<file path="src/rtl/thumb_decode_pipe_pkg.sv">
// Shared encodings for the buffered Thumb decoder: micro-op codes, condition
// default, link register index and the BL prefix/suffix tracker states.
package thumb_decode_pipe_pkg;

    localparam logic [4:0] UOP_NOP = 5'd0;
    localparam logic [4:0] UOP_ADD = 5'd1;
    localparam logic [4:0] UOP_SUB = 5'd2;
    localparam logic [4:0] UOP_MOV = 5'd3;
    localparam logic [4:0] UOP_CMP = 5'd4;
    localparam logic [4:0] UOP_EOR = 5'd5;
    localparam logic [4:0] UOP_LSL = 5'd6;
    localparam logic [4:0] UOP_LDR = 5'd7;
    localparam logic [4:0] UOP_STR = 5'd8;
    localparam logic [4:0] UOP_B   = 5'd9;
    localparam logic [4:0] UOP_BCC = 5'd10;
    localparam logic [4:0] UOP_BL  = 5'd11;

    localparam logic [3:0] COND_AL = 4'hE;
    localparam int         LR_SEL  = 14;

    typedef enum logic {
        BL_IDLE,
        BL_PREFIX
    } bl_state_e;

    function automatic logic is_bl_prefix(input logic [15:0] hw);
        return hw[15:11] == 5'b11110;
    endfunction

    function automatic logic is_bl_suffix(input logic [15:0] hw);
        return hw[15:11] == 5'b11111;
    endfunction

endpackage

</file>
<file path="src/rtl/thumb_decode_pipe_fifo.sv">
// Halfword queue between fetch and decode: DEPTH x 16, registered occupancy,
// async reset of pointers, synchronous flush.
module thumb_decode_pipe_fifo #(
    parameter int DEPTH = 4,
    localparam int AW = $clog2(DEPTH),
    localparam int LW = AW + 1
) (
    input  logic          clk,
    input  logic          rst_n,
    input  logic          flush_i,
    input  logic          push_i,
    input  logic [15:0]   din_i,
    input  logic          pop_i,
    output logic [15:0]   dout_o,
    output logic          empty_o,
    output logic          full_o,
    output logic [LW-1:0] level_o
);

    logic [15:0]   mem_q [DEPTH];
    logic [AW-1:0] wr_ptr_q, wr_ptr_d;
    logic [AW-1:0] rd_ptr_q, rd_ptr_d;
    logic [LW-1:0] level_q, level_d;

    // Pointers wrap naturally because DEPTH is a power of two.
    always_comb begin
        wr_ptr_d = wr_ptr_q;
        rd_ptr_d = rd_ptr_q;
        level_d  = level_q;
        if (flush_i) begin
            wr_ptr_d = '0;
            rd_ptr_d = '0;
            level_d  = '0;
        end else begin
            if (push_i) wr_ptr_d = wr_ptr_q + 1'b1;
            if (pop_i)  rd_ptr_d = rd_ptr_q + 1'b1;
            case ({push_i, pop_i})
                2'b10:   level_d = level_q + 1'b1;
                2'b01:   level_d = level_q - 1'b1;
                default: level_d = level_q;
            endcase
        end
    end

    always_ff @(posedge clk or negedge rst_n) begin
        if (!rst_n) begin
            wr_ptr_q <= '0;
            rd_ptr_q <= '0;
            level_q  <= '0;
        end else begin
            wr_ptr_q <= wr_ptr_d;
            rd_ptr_q <= rd_ptr_d;
            level_q  <= level_d;
        end
    end

    always_ff @(posedge clk) begin
        if (push_i && !flush_i) mem_q[wr_ptr_q] <= din_i;
    end

    assign dout_o  = mem_q[rd_ptr_q];
    assign empty_o = (level_q == '0);
    assign full_o  = (level_q == LW'(DEPTH));
    assign level_o = level_q;

endmodule

</file>
<file path="src/rtl/thumb_decode_pipe.sv">
// Buffered Thumb decoder: halfword queue, combinational decode, BL prefix
// tracker and a valid/ready output register feeding execute.
module thumb_decode_pipe
    import thumb_decode_pipe_pkg::*;
#(
    parameter int DATA_W = 32,
    parameter int DEPTH  = 4,
    parameter int SEL_W  = 4
) (
    input  logic                   clk,
    input  logic                   rst_n,
    input  logic                   flush,
    input  logic                   in_valid,
    input  logic [15:0]            in_instr,
    output logic                   in_ready,
    output logic                   out_valid,
    input  logic                   out_ready,
    output logic [4:0]             uop,
    output logic                   num_to_rhs,
    output logic [DATA_W-1:0]      num,
    output logic [SEL_W-1:0]       sel_p0,
    output logic [SEL_W-1:0]       sel_p1,
    output logic [SEL_W-1:0]       sel_in,
    output logic [3:0]             cond,
    output logic                   explose,
    output logic [$clog2(DEPTH):0] level
);

    typedef struct packed {
        logic [4:0]        uop;
        logic              num_to_rhs;
        logic [DATA_W-1:0] num;
        logic [SEL_W-1:0]  sel_p0;
        logic [SEL_W-1:0]  sel_p1;
        logic [SEL_W-1:0]  sel_in;
        logic [3:0]        cond;
        logic              explose;
    } rec_t;

    function automatic rec_t nop_rec();
        rec_t r;
        r.uop        = UOP_NOP;
        r.num_to_rhs = 1'b0;
        r.num        = '0;
        r.sel_p0     = '0;
        r.sel_p1     = '0;
        r.sel_in     = '0;
        r.cond       = COND_AL;
        r.explose    = 1'b0;
        return r;
    endfunction

    function automatic rec_t explose_rec();
        rec_t r;
        r         = nop_rec();
        r.explose = 1'b1;
        return r;
    endfunction

    // Branch offsets arrive as 23-bit signed byte offsets and widen to num.
    function automatic logic [DATA_W-1:0] sext_num(input logic signed [22:0] v);
        return DATA_W'(v);
    endfunction

    function automatic rec_t decode_hw(input logic [15:0] hw);
        rec_t             r;
        logic [SEL_W-1:0] lo3, mid3, hi3, rd8;
        r    = nop_rec();
        lo3  = SEL_W'(hw[2:0]);
        mid3 = SEL_W'(hw[5:3]);
        hi3  = SEL_W'(hw[8:6]);
        rd8  = SEL_W'(hw[10:8]);
        casez (hw)
            16'b00000???????????: begin
                r.sel_p0 = mid3;
                r.sel_in = lo3;
                if (hw[10:6] == 5'd0) begin
                    r.uop = UOP_MOV;
                end else begin
                    r.uop        = UOP_LSL;
                    r.num        = DATA_W'(hw[10:6]);
                    r.num_to_rhs = 1'b1;
                end
            end
            16'b000110??????????: begin
                r.uop    = hw[9] ? UOP_SUB : UOP_ADD;
                r.sel_p0 = hi3;
                r.sel_p1 = mid3;
                r.sel_in = lo3;
            end
            16'b000111??????????: begin
                r.uop        = hw[9] ? UOP_SUB : UOP_ADD;
                r.sel_p0     = mid3;
                r.sel_in     = lo3;
                r.num        = DATA_W'(hw[8:6]);
                r.num_to_rhs = 1'b1;
            end
            16'b001?????????????: begin
                r.sel_p0     = rd8;
                r.sel_in     = rd8;
                r.num        = DATA_W'(hw[7:0]);
                r.num_to_rhs = 1'b1;
                case (hw[12:11])
                    2'b00: r.uop = UOP_MOV;
                    2'b01: begin
                        r.uop    = UOP_CMP;
                        r.sel_in = '0;
                    end
                    2'b10:   r.uop = UOP_ADD;
                    default: r.uop = UOP_SUB;
                endcase
            end
            16'b0100000001??????: begin
                r.uop    = UOP_EOR;
                r.sel_p0 = lo3;
                r.sel_p1 = mid3;
                r.sel_in = lo3;
            end
            16'b0110????????????: begin
                r.sel_p0     = mid3;
                r.num        = DATA_W'({hw[10:6], 2'b00});
                r.num_to_rhs = 1'b1;
                if (hw[11]) begin
                    r.uop    = UOP_LDR;
                    r.sel_in = lo3;
                end else begin
                    r.uop    = UOP_STR;
                    r.sel_p1 = lo3;
                end
            end
            16'b1101????????????: begin
                if (hw[11:9] == 3'b111) begin
                    r = explose_rec();
                end else begin
                    r.uop  = UOP_BCC;
                    r.cond = hw[11:8];
                    r.num  = sext_num(23'($signed({hw[7:0], 1'b0})));
                end
            end
            16'b11100???????????: begin
                r.uop = UOP_B;
                r.num = sext_num(23'($signed({hw[10:0], 1'b0})));
            end
            default: r = explose_rec();
        endcase
        return r;
    endfunction

    function automatic rec_t bl_rec(input logic [10:0] hi, input logic [10:0] lo);
        rec_t r;
        r        = nop_rec();
        r.uop    = UOP_BL;
        r.sel_in = SEL_W'(LR_SEL);
        r.num    = sext_num({hi, lo, 1'b0});
        return r;
    endfunction

    bl_state_e   state_q, state_d;
    rec_t        rec_q, rec_d;
    logic        out_valid_q, out_valid_d;
    logic [10:0] prefix_q, prefix_d;
    logic [15:0] head;
    logic        empty, full, push, pop, load_en;

    assign in_ready = !full && !flush;
    assign push     = in_valid && in_ready;
    assign load_en  = (!out_valid_q || out_ready) && !empty;

    thumb_decode_pipe_fifo #(.DEPTH(DEPTH)) u_fifo (
        .clk     (clk),
        .rst_n   (rst_n),
        .flush_i (flush),
        .push_i  (push),
        .din_i   (in_instr),
        .pop_i   (pop),
        .dout_o  (head),
        .empty_o (empty),
        .full_o  (full),
        .level_o (level)
    );

    always_ff @(posedge clk or negedge rst_n) begin
        if (!rst_n) state_q <= BL_IDLE;
        else        state_q <= state_d;
    end

    always_comb begin
        state_d = state_q;
        if (flush) begin
            state_d = BL_IDLE;
        end else if (load_en) begin
            case (state_q)
                BL_IDLE:   if (is_bl_prefix(head)) state_d = BL_PREFIX;
                BL_PREFIX: state_d = BL_IDLE;
                default:   state_d = BL_IDLE;
            endcase
        end
    end

    // An orphan prefix is reported without popping, so the halfword that
    // broke the pair decodes on its own at the next load.
    always_comb begin
        pop         = 1'b0;
        rec_d       = rec_q;
        out_valid_d = out_valid_q;
        prefix_d    = prefix_q;
        if (flush) begin
            out_valid_d = 1'b0;
        end else begin
            if (!out_valid_q || out_ready) out_valid_d = 1'b0;
            if (load_en) begin
                case (state_q)
                    BL_IDLE: begin
                        pop = 1'b1;
                        if (is_bl_prefix(head)) begin
                            prefix_d = head[10:0];
                        end else begin
                            rec_d       = decode_hw(head);
                            out_valid_d = 1'b1;
                        end
                    end
                    default: begin
                        out_valid_d = 1'b1;
                        if (is_bl_suffix(head)) begin
                            pop   = 1'b1;
                            rec_d = bl_rec(prefix_q, head[10:0]);
                        end else begin
                            rec_d = explose_rec();
                        end
                    end
                endcase
            end
        end
    end

    always_ff @(posedge clk or negedge rst_n) begin
        if (!rst_n) begin
            out_valid_q <= 1'b0;
            rec_q       <= nop_rec();
        end else begin
            out_valid_q <= out_valid_d;
            rec_q       <= rec_d;
        end
    end

    always_ff @(posedge clk) begin
        prefix_q <= prefix_d;
    end

    assign out_valid  = out_valid_q;
    assign uop        = rec_q.uop;
    assign num_to_rhs = rec_q.num_to_rhs;
    assign num        = rec_q.num;
    assign sel_p0     = rec_q.sel_p0;
    assign sel_p1     = rec_q.sel_p1;
    assign sel_in     = rec_q.sel_in;
    assign cond       = rec_q.cond;
    assign explose    = rec_q.explose;

endmodule

</file>
<file path="config.mk">
export PLATFORM = sky130hd
export DESIGN_NAME = thumb_decode_pipe
export DESIGN_NICKNAME = d
export VERILOG_FILES = /design/src/rtl/thumb_decode_pipe_pkg.sv /design/src/rtl/thumb_decode_pipe_fifo.sv /design/src/rtl/thumb_decode_pipe.sv
export SDC_FILE = /design/constraint.sdc
export NUM_CORES = 1
export LEC_CHECK = 0
export CAP_MARGIN = 20
export CORE_MARGIN = 8
export CORE_UTILIZATION = 54
export CTS_CLUSTER_DIAMETER = 150
export DETAILED_ROUTE_END_ITERATION = 7
export HOLD_SLACK_MARGIN = 0.15
export PLACE_DENSITY = 0.79
export SETUP_SLACK_MARGIN = 0.5
export SYNTH_ARGS = -nofsm -noshare
export SYNTH_HDL_FRONTEND = slang
export SYNTH_SLANG_ARGS = --single-unit
</file>
<file path="constraint.sdc">
create_clock -name clk -period 3.4 [get_ports clk]
set_input_delay 0.34 -clock clk [delete_from_list [all_inputs] [get_ports clk]]
set_output_delay 0.34 -clock clk [all_outputs]
set_load 0.005 [all_outputs]
</file>
==> qor.yml, run 1 <==
ys_types: 59
syn_area_um2: 5670
crit_buf_inv: 2
regArea_um2: 3560
fmax_mhz: 352
numCtsBuffers: 17
hp-class: "input port to async pin"
die_area_um2: 14000
synthSimpleGateAreaFrac_pct: 8.74
crit_arrival_ps: 3290
synth_top_family_by_area: "compound AO/OA/AOI/OAI gates"
cts_tree: "yes"
clk_pin_slew_ps: 60
pin_count: 81
htreeDepth: 4
synth_warnings: 0
wl_um: 13100
grt_pass1_wl_um: 21500
multiInputGateArea_um2: 1910
wl_per_cell_um: 20.3
nets: 528
cp_slowest_cell: "mux4_2"
clock_latency_ps: 520
drive_gt1_share_pct: 18.4
syn_inst: 406
die_w_um: 118
design_area_um2: 7250
rsz0062_at_grt: "yes"
setup-violations-final: 0
r2r_slack_ps: 560
synthXorXnorAreaFrac_pct: 1.39
clk_path_buf_depth: 2
num_vias: 3832
rr_startpoint: "u_fifo.rd_ptr_q[0]$_DFFE_PN0P_"
grt_start_max_net_pins: 53
clock_skew_ps: 8.96
drt-pass1-iter-count: 4
io_buffers: 77
critPathLaunchType: "flip-flop"
core_area_um2: 10300
n_fill_cell: 723
cp_top_family: "simple AND/OR/NAND/NOR gates"
cp_max_fo: 14
ys_seq_area_share_pct: 62.7
area_growth_pct: 27.9
slew_violations: 0
async_flop_share_pct: 40.9
cap_violations: 0
max_stage_delay_ps: 640
routed_via_density: 5.92
r2r_cells: 8
r2r-end: "num[15]$_DFFE_PN0P_"
ant_nets: 0
drc: 0
p_leak_nw: 2.84
dpl.hpwl_um: 9030
root_buffer: "clkbuf_8"
synth_compound_area_share_pct: 13.5
crit_path_end_kind: "flip-flop"
cp-startpoint: "u_fifo.rd_ptr_q[0]$_DFFE_PN0P_"
synth_mux_area_share_pct: 7.33
slew_headroom_pct: 52.8
hold_violations: 0
post_dp_cell_area_um2: 6550
syn_area_per_cell_um2: 14.0
synthAdderAreaFrac_pct: 2.12
grt_usage_pct: 19.3
fin_setup_tns_ps: 0
cp_data_required_time_ps: 3850
drt_iter0_drc: 260
die_y_um: 118
synth_edf_count: 75
status: "finished clean"
critical_path_class: "flip-flop to flip-flop"
place_congestion: 0.952
final_cell_mix: "76 x clkdlybuf4s50_1, 75 x edfxtp_1, 48 x dfrtp_1"
grt_overflow: 0
clock_sinks: 127
tightest_slew_ps: 708
synth-seq-cells: 127
worstPathCellList: "buf_12, mux4_2, or3_1, nor2_2, nand2_1, a211oi_1, buf_4, a221o_1"
final_common_cell: "clkdlybuf4s50_1"
synth_flop_cell: "edfxtp_1"
antenna_found_initial: 0
max-vdd-ir-drop_mv: 0.458
power.density_nw_per_um2: 776
first_global_vias: 3979
initial_core_util_pct: 55.2
min_period_over_period_pct: 83.6
fp-row-count: 37
n_antenna_cell: 0
layout_min_cycle_time_ps: 2840
## worst max-delay path by stage
stage | slack [ps] | end | cells after the start
after floorplan | 530 | u_fifo.level_o[2]$_DFFE_PN0P_ | 12
after global placement | 360 | sel_p0[2]$_DFFE_PN0P_ | 8
after detailed placement | 290 | sel_p0[2]$_DFFE_PN0P_ | 8
after CTS | 500 | u_fifo.level_o[2]$_DFFE_PN0P_ | 10
after global routing | 450 | sel_p1[1]$_DFFE_PN0P_ | 10
final | 560 | num[15]$_DFFE_PN0P_ | 8
## registers in the layout, indices dropped and copies added, names as in the netlist
register         cells
explose              1
sel_p1               3
out_valid            1
state_q              1
u_fifo.mem_q        64
uop                  4
sel_in               4
sel_p0               3
u_fifo.rd_ptr_q      2
prefix_q            11
cond                 4
u_fifo.wr_ptr_q      2
num                 23
u_fifo.level_o       3
num_to_rhs           1
## Yosys cell counts (2+ instances only)
cell      instances  area share (%)
edfxtp_1         75              40
dfrtp_1          49              22
nand2_1          24             1.6
a221o_1          20             3.5
nor2_1           19             1.3
a21oi_1          18             1.6
mux4_2           17             6.8
clkbuf_1         16             1.1
buf_4            13             1.7
o21ai_0          11            0.97
a21o_1           10             1.3
inv_1            10            0.66
a22o_1            9             1.4
ha_1              8             1.8
nor3_1            8            0.71
and2_1            7            0.77
nor2b_1           7            0.77
xnor2_1           7             1.1
buf_2             6            0.53
and3_1            5            0.55
o21ai_1           4            0.35
o22a_1            4            0.62
a211oi_1          3            0.40
a22oi_1           3            0.40
a31oi_1           3            0.33
dfstp_2           3             1.4
nand2b_1          3            0.33
nand3_1           3            0.26
nand4_1           3            0.33
o31ai_1           3            0.40
a222oi_1          2            0.35
and4_1            2            0.31
mux2_2            2            0.40
o21a_1            2            0.26
or3_1             2            0.22
xor2_1            2            0.31
## kinds of logic (layout without fill, tap and decap cells)
kind of cell | Yosys count | after routing
AOI/OAI and AO/OA | 102 | 102
xor gates and xnor gates | 9 | 9
adders and majority gates | 9 | 9
buffers and inverters | 46 | 149
DFF | 127 | 127
muxes | 20 | 20
other | 1 | 3
and+or+nand+nor | 92 | 92
## report_power, final
group / switching (W) / leakage, nW / total [W] / internal [W]
combinational: 0.00100 / 1.18 / 0.00194 / 0.000936
sequential: 0.000140 / 1.38 / 0.00202 / 0.00188
clock: 0.000660 / 0.277 / 0.00167 / 0.00101
## area by class of cell
| type | count | share of cell area (%) |
|---|---|---|
| sequential | 127 | 49.1 |
| multi-input combinational | 235 | 26.4 |
| timing repair buffer | 107 | 14.0 |
| clock buffer | 20 | 6.14 |
| tap | 136 | 2.35 |
| clock inverter | 12 | 1.47 |
| inverter | 10 | 0.518 |
## timing repair
item,CTS,global route
buffers inserted,4,6
endpoints found under the setup margin,35,26
hold endpoints to repair,49,0
pin swaps,1,0
hold buffers,1,0
gates resized for setup,4,8
## metal layers
metal  part of all wire [%]  global-route usage, %  vias up
met1                     42                   24.1     1905
li1                       -                      -     1748
met3                    7.2                   6.24       25
met5                      0                      0        -
met4                    2.2                   7.83        0
met2                     49                   30.8      154
## stage by stage
step	instances	total power, W	worst slack, ps	hold slack, ps	util, %
2_1_floorplan	408	0.00313	534	44.4	-
3_3_place_gp	603	0.00384	360	460	63.7
3_5_place_dp	603	0.00387	293	466	63.7
4_1_cts	640	0.00558	501	437	69.6
5_1_grt	647	0.00591	446	250	70.6
6_report	647	0.00563	556	247	70.6
Note: power is estimated with default switching activity, not from simulation.
==> run 2, diff against run 1 <==
CORE_UTILIZATION = 49   (was 54)
PLACE_DENSITY = 0.76   (was 0.79)
clock period = 2.5 ns   (was 3.4 ns; I/O delays follow)
==> run 2 against run 1 <==
The flow now finishes with violations (setup timing). Design area increased by 18%. Global-route usage rose by 2.2 points. Sequential share of layout area fell by 7.6 points. Cell count up 12%. Die area grew 8.8%. Fmax is 3.9% higher. Clock-buffer cell count is 2 lower. Largest cell class unchanged. Non-clock buffer count up 70. Flip-flop and latch count stayed put. Power up 67%. Wire length rose by 24%. Worst setup slack worse by 790 ps.
==> qor.yml, run 2 (synthesis gave the netlist of run 1 again) <==
status: "finished with violations"
violations: "setup timing"
cts_tree: "yes"
clock_sinks: 127  # unchanged
critical_path_class: "flip-flop to flip-flop"
final_common_cell: "clkdlybuf4s50_1"
clock_latency_ps: 420  # -100 ps
pwr-share-seq_pct: 29.2  # -6.7 points
wl_um: 16300  # +24%
n_fill_cell: 675  # -6.6%
max-vdd-ir-drop_mv: 0.767  # +67%
top_register: "u_fifo.mem_q"
numCtsBuffers: 17  # unchanged
crit_buf_inv: 3  # +1
worstPathCellList: "buf_6, buf_12, mux4_2, or4_4, nor4b_4, buf_6, o31ai_4, a31oi_1, a21o_1"
drt-pass1-iter-count: 5  # +1
clk_pin_slew_ps: 60  # about the same
wl_per_cell_um: 22.5  # +11%
switching_power_w: 0.00302  # +68%
clock_skew_ps: 7.97  # -0.987 ps
slew_headroom_pct: 51.6  # -1.2 points
num_vias: 4226  # +10%
antenna_found_initial: 0  # unchanged
drt_iter0_drc: 359  # +38%
p_leak_nw: 3.39  # +20%
fin_cells: 725  # +12%
hp-class: "input port to async pin"
pin_count: 81  # unchanged
die_w_um: 124  # +4.3%
cp_data_required_time_ps: 2850  # -1000 ps
p_comb_share_pct: 43.6  # +9.2 points
p_int_w: 0.00638  # +67%
min_period_over_period_pct: 109  # +26 points
fin_ws_ps: -237  # -793 ps
htreeDepth: 4  # unchanged
fmax_mhz: 365  # +3.9%
first_global_vias: 4350  # +9.3%
crit_path_end_kind: "flip-flop"
place_inst: 651  # +8.0%
drc: 0  # unchanged
multiInputGateArea_um2: 2310  # +21%
grt_overflow: 0  # unchanged
initial_core_util_pct: 49.9  # -5.3 points
power.density_nw_per_um2: 1100  # +41%
max_stage_delay_ps: 590  # -50 ps
slew_violations: 0  # unchanged
critPathLaunchType: "flip-flop"
holdWs_ps: 199  # -48.3 ps
place_congestion: 0.929  # -2.4%
layout_min_cycle_time_ps: 2740  # -107 ps
rsz0062_at_grt: "yes"
netSwitchingFraction_pct: 32.1  # +0.13 points
setup-violations-final: 53  # +53
dpl.hpwl_um: 10300  # +14%
worst_path_most_repeated_cell: "buf_6"
crit_arrival_ps: 3090  # -200 ps
fp-row-count: 39  # +5.4%
tightest_slew_ps: 722  # +14.2 ps
cp_top_family: "simple AND/OR/NAND/NOR gates"
cp_slowest_cell: "or4_4"
nets: 599  # +13%
largest_register_ffs: 64  # unchanged
cap_violations: 0  # unchanged
r2r_slack_ps: -240  # -790 ps
grt_usage_pct: 21.5  # +2.2 points
root_buffer: "clkbuf_16"
routed_via_density: 5.83  # -1.6%
regArea_um2: 3560  # unchanged
n_antenna_cell: 0  # unchanged
die_y_um: 124  # +4.3%
grt_start_max_net_pins: 47  # -11%
final_cell_mix: "76 x clkdlybuf4s50_1, 75 x edfxtp_1, 58 x buf_4"
ant_nets: 0  # unchanged
cp_max_fo: 6  # -8
grt_pass1_wl_um: 24100  # +12%
p_clk_share_pct: 27.2  # -2.5 points
core_area_um2: 11400  # +11%
drive_gt1_share_pct: 37.6  # +19 points
area_growth_pct: 51.2
clk_path_buf_depth: 2  # unchanged
die_area_um2: 15300  # +8.8%
hold_violations: 0  # unchanged
io_buffers: 77  # unchanged
[run 2: changes by cell type in the layout (fill, tap and decap cells not counted), sizes merged]
cell | previous run | this run
buf | 30 | 99
bufinv | 1 | 4
clkbuf | 20 | 19
clkinvlp | 1 | 2
inv | 15 | 13
nand2 | 24 | 25
[run 2: power by group through the flow]
stage / Combinational, W / Sequential [W] / Clock (W)
after global placement: 0.00297 / 0.00276 / 0
after CTS: 0.00365 / 0.00274 / 0.00259
final: 0.00410 / 0.00275 / 0.00256
after floorplan: 0.00172 / 0.00275 / 0
after detailed placement: 0.00302 / 0.00277 / 0
after global routing: 0.00432 / 0.00278 / 0.00270
[run 2: worst paths after layout]
check,start,cells after the start,to
min in group clk,in_instr[14],1,u_fifo.mem_q[0][14]$_DFFE_PP_
min,rst_n,2,num[19]$_DFFE_PN0P_
max reg2reg,u_fifo.rd_ptr_q[0]$_DFFE_PN0P_,9,sel_p0[2]$_DFFE_PN0P_
max in group asynchronous,rst_n,4,u_fifo.level_o[0]$_DFFE_PN0P_
min reg2reg,prefix_q[3]$_DFFE_PP_,1,num[15]$_DFFE_PN0P_
max,u_fifo.rd_ptr_q[0]$_DFFE_PN0P_,9,sel_p0[2]$_DFFE_PN0P_
[run 2: cell type report]
cell class / count / area share, %
inverters: 10 / 0.496
well taps: 143 / 2.09
multi-input cells: 236 / 26.9
repair buffers: 177 / 21.8
flip-flops and latches: 127 / 41.5
clock buffers: 18 / 5.01
clock inverters: 14 / 2.19
[run 2: layer usage]
| layer | vias up | track usage [%] | routed length [um] |
|---|---|---|---|
| li1 | 1891 | - | - |
| met1 | 2127 | 24.6 | 6350 |
| met2 | 160 | 36.4 | 8360 |
| met3 | 48 | 6.48 | 1030 |
| met4 | 0 | 10.4 | 545 |
| met5 | - | 0 | 0 |
[run 2: stage by stage]
stage | utilization, % | worst slack, ps | total power [W] | instance area [um2] | setup TNS (ps)
after floorplan | - | -213 | 0.00447 | 5870 | -1250
after global placement | 61.9 | -172 | 0.00573 | 7040 | -1220
after detailed placement | 61.9 | -230 | 0.00579 | 7040 | -2830
after CTS | 72.0 | -181 | 0.00898 | 8190 | -3900
after global routing | 75.4 | -330 | 0.00980 | 8570 | -9650
final | 75.4 | -237 | 0.00940 | 8570 | -5020
[run 2: repair_timing]
| action | 4_1_cts | 5_1_grt |
|---|---|---|
| endpoints found under the setup margin | 61 | 62 |
| hold buffers | 1 | 0 |
| gates resized for setup | 52 | 53 |
| pin swaps | 41 | 35 |
| buffers inserted | 14 | 16 |
| cloned | 8 | 2 |
| endpoints found under the hold margin | 42 | 0 |
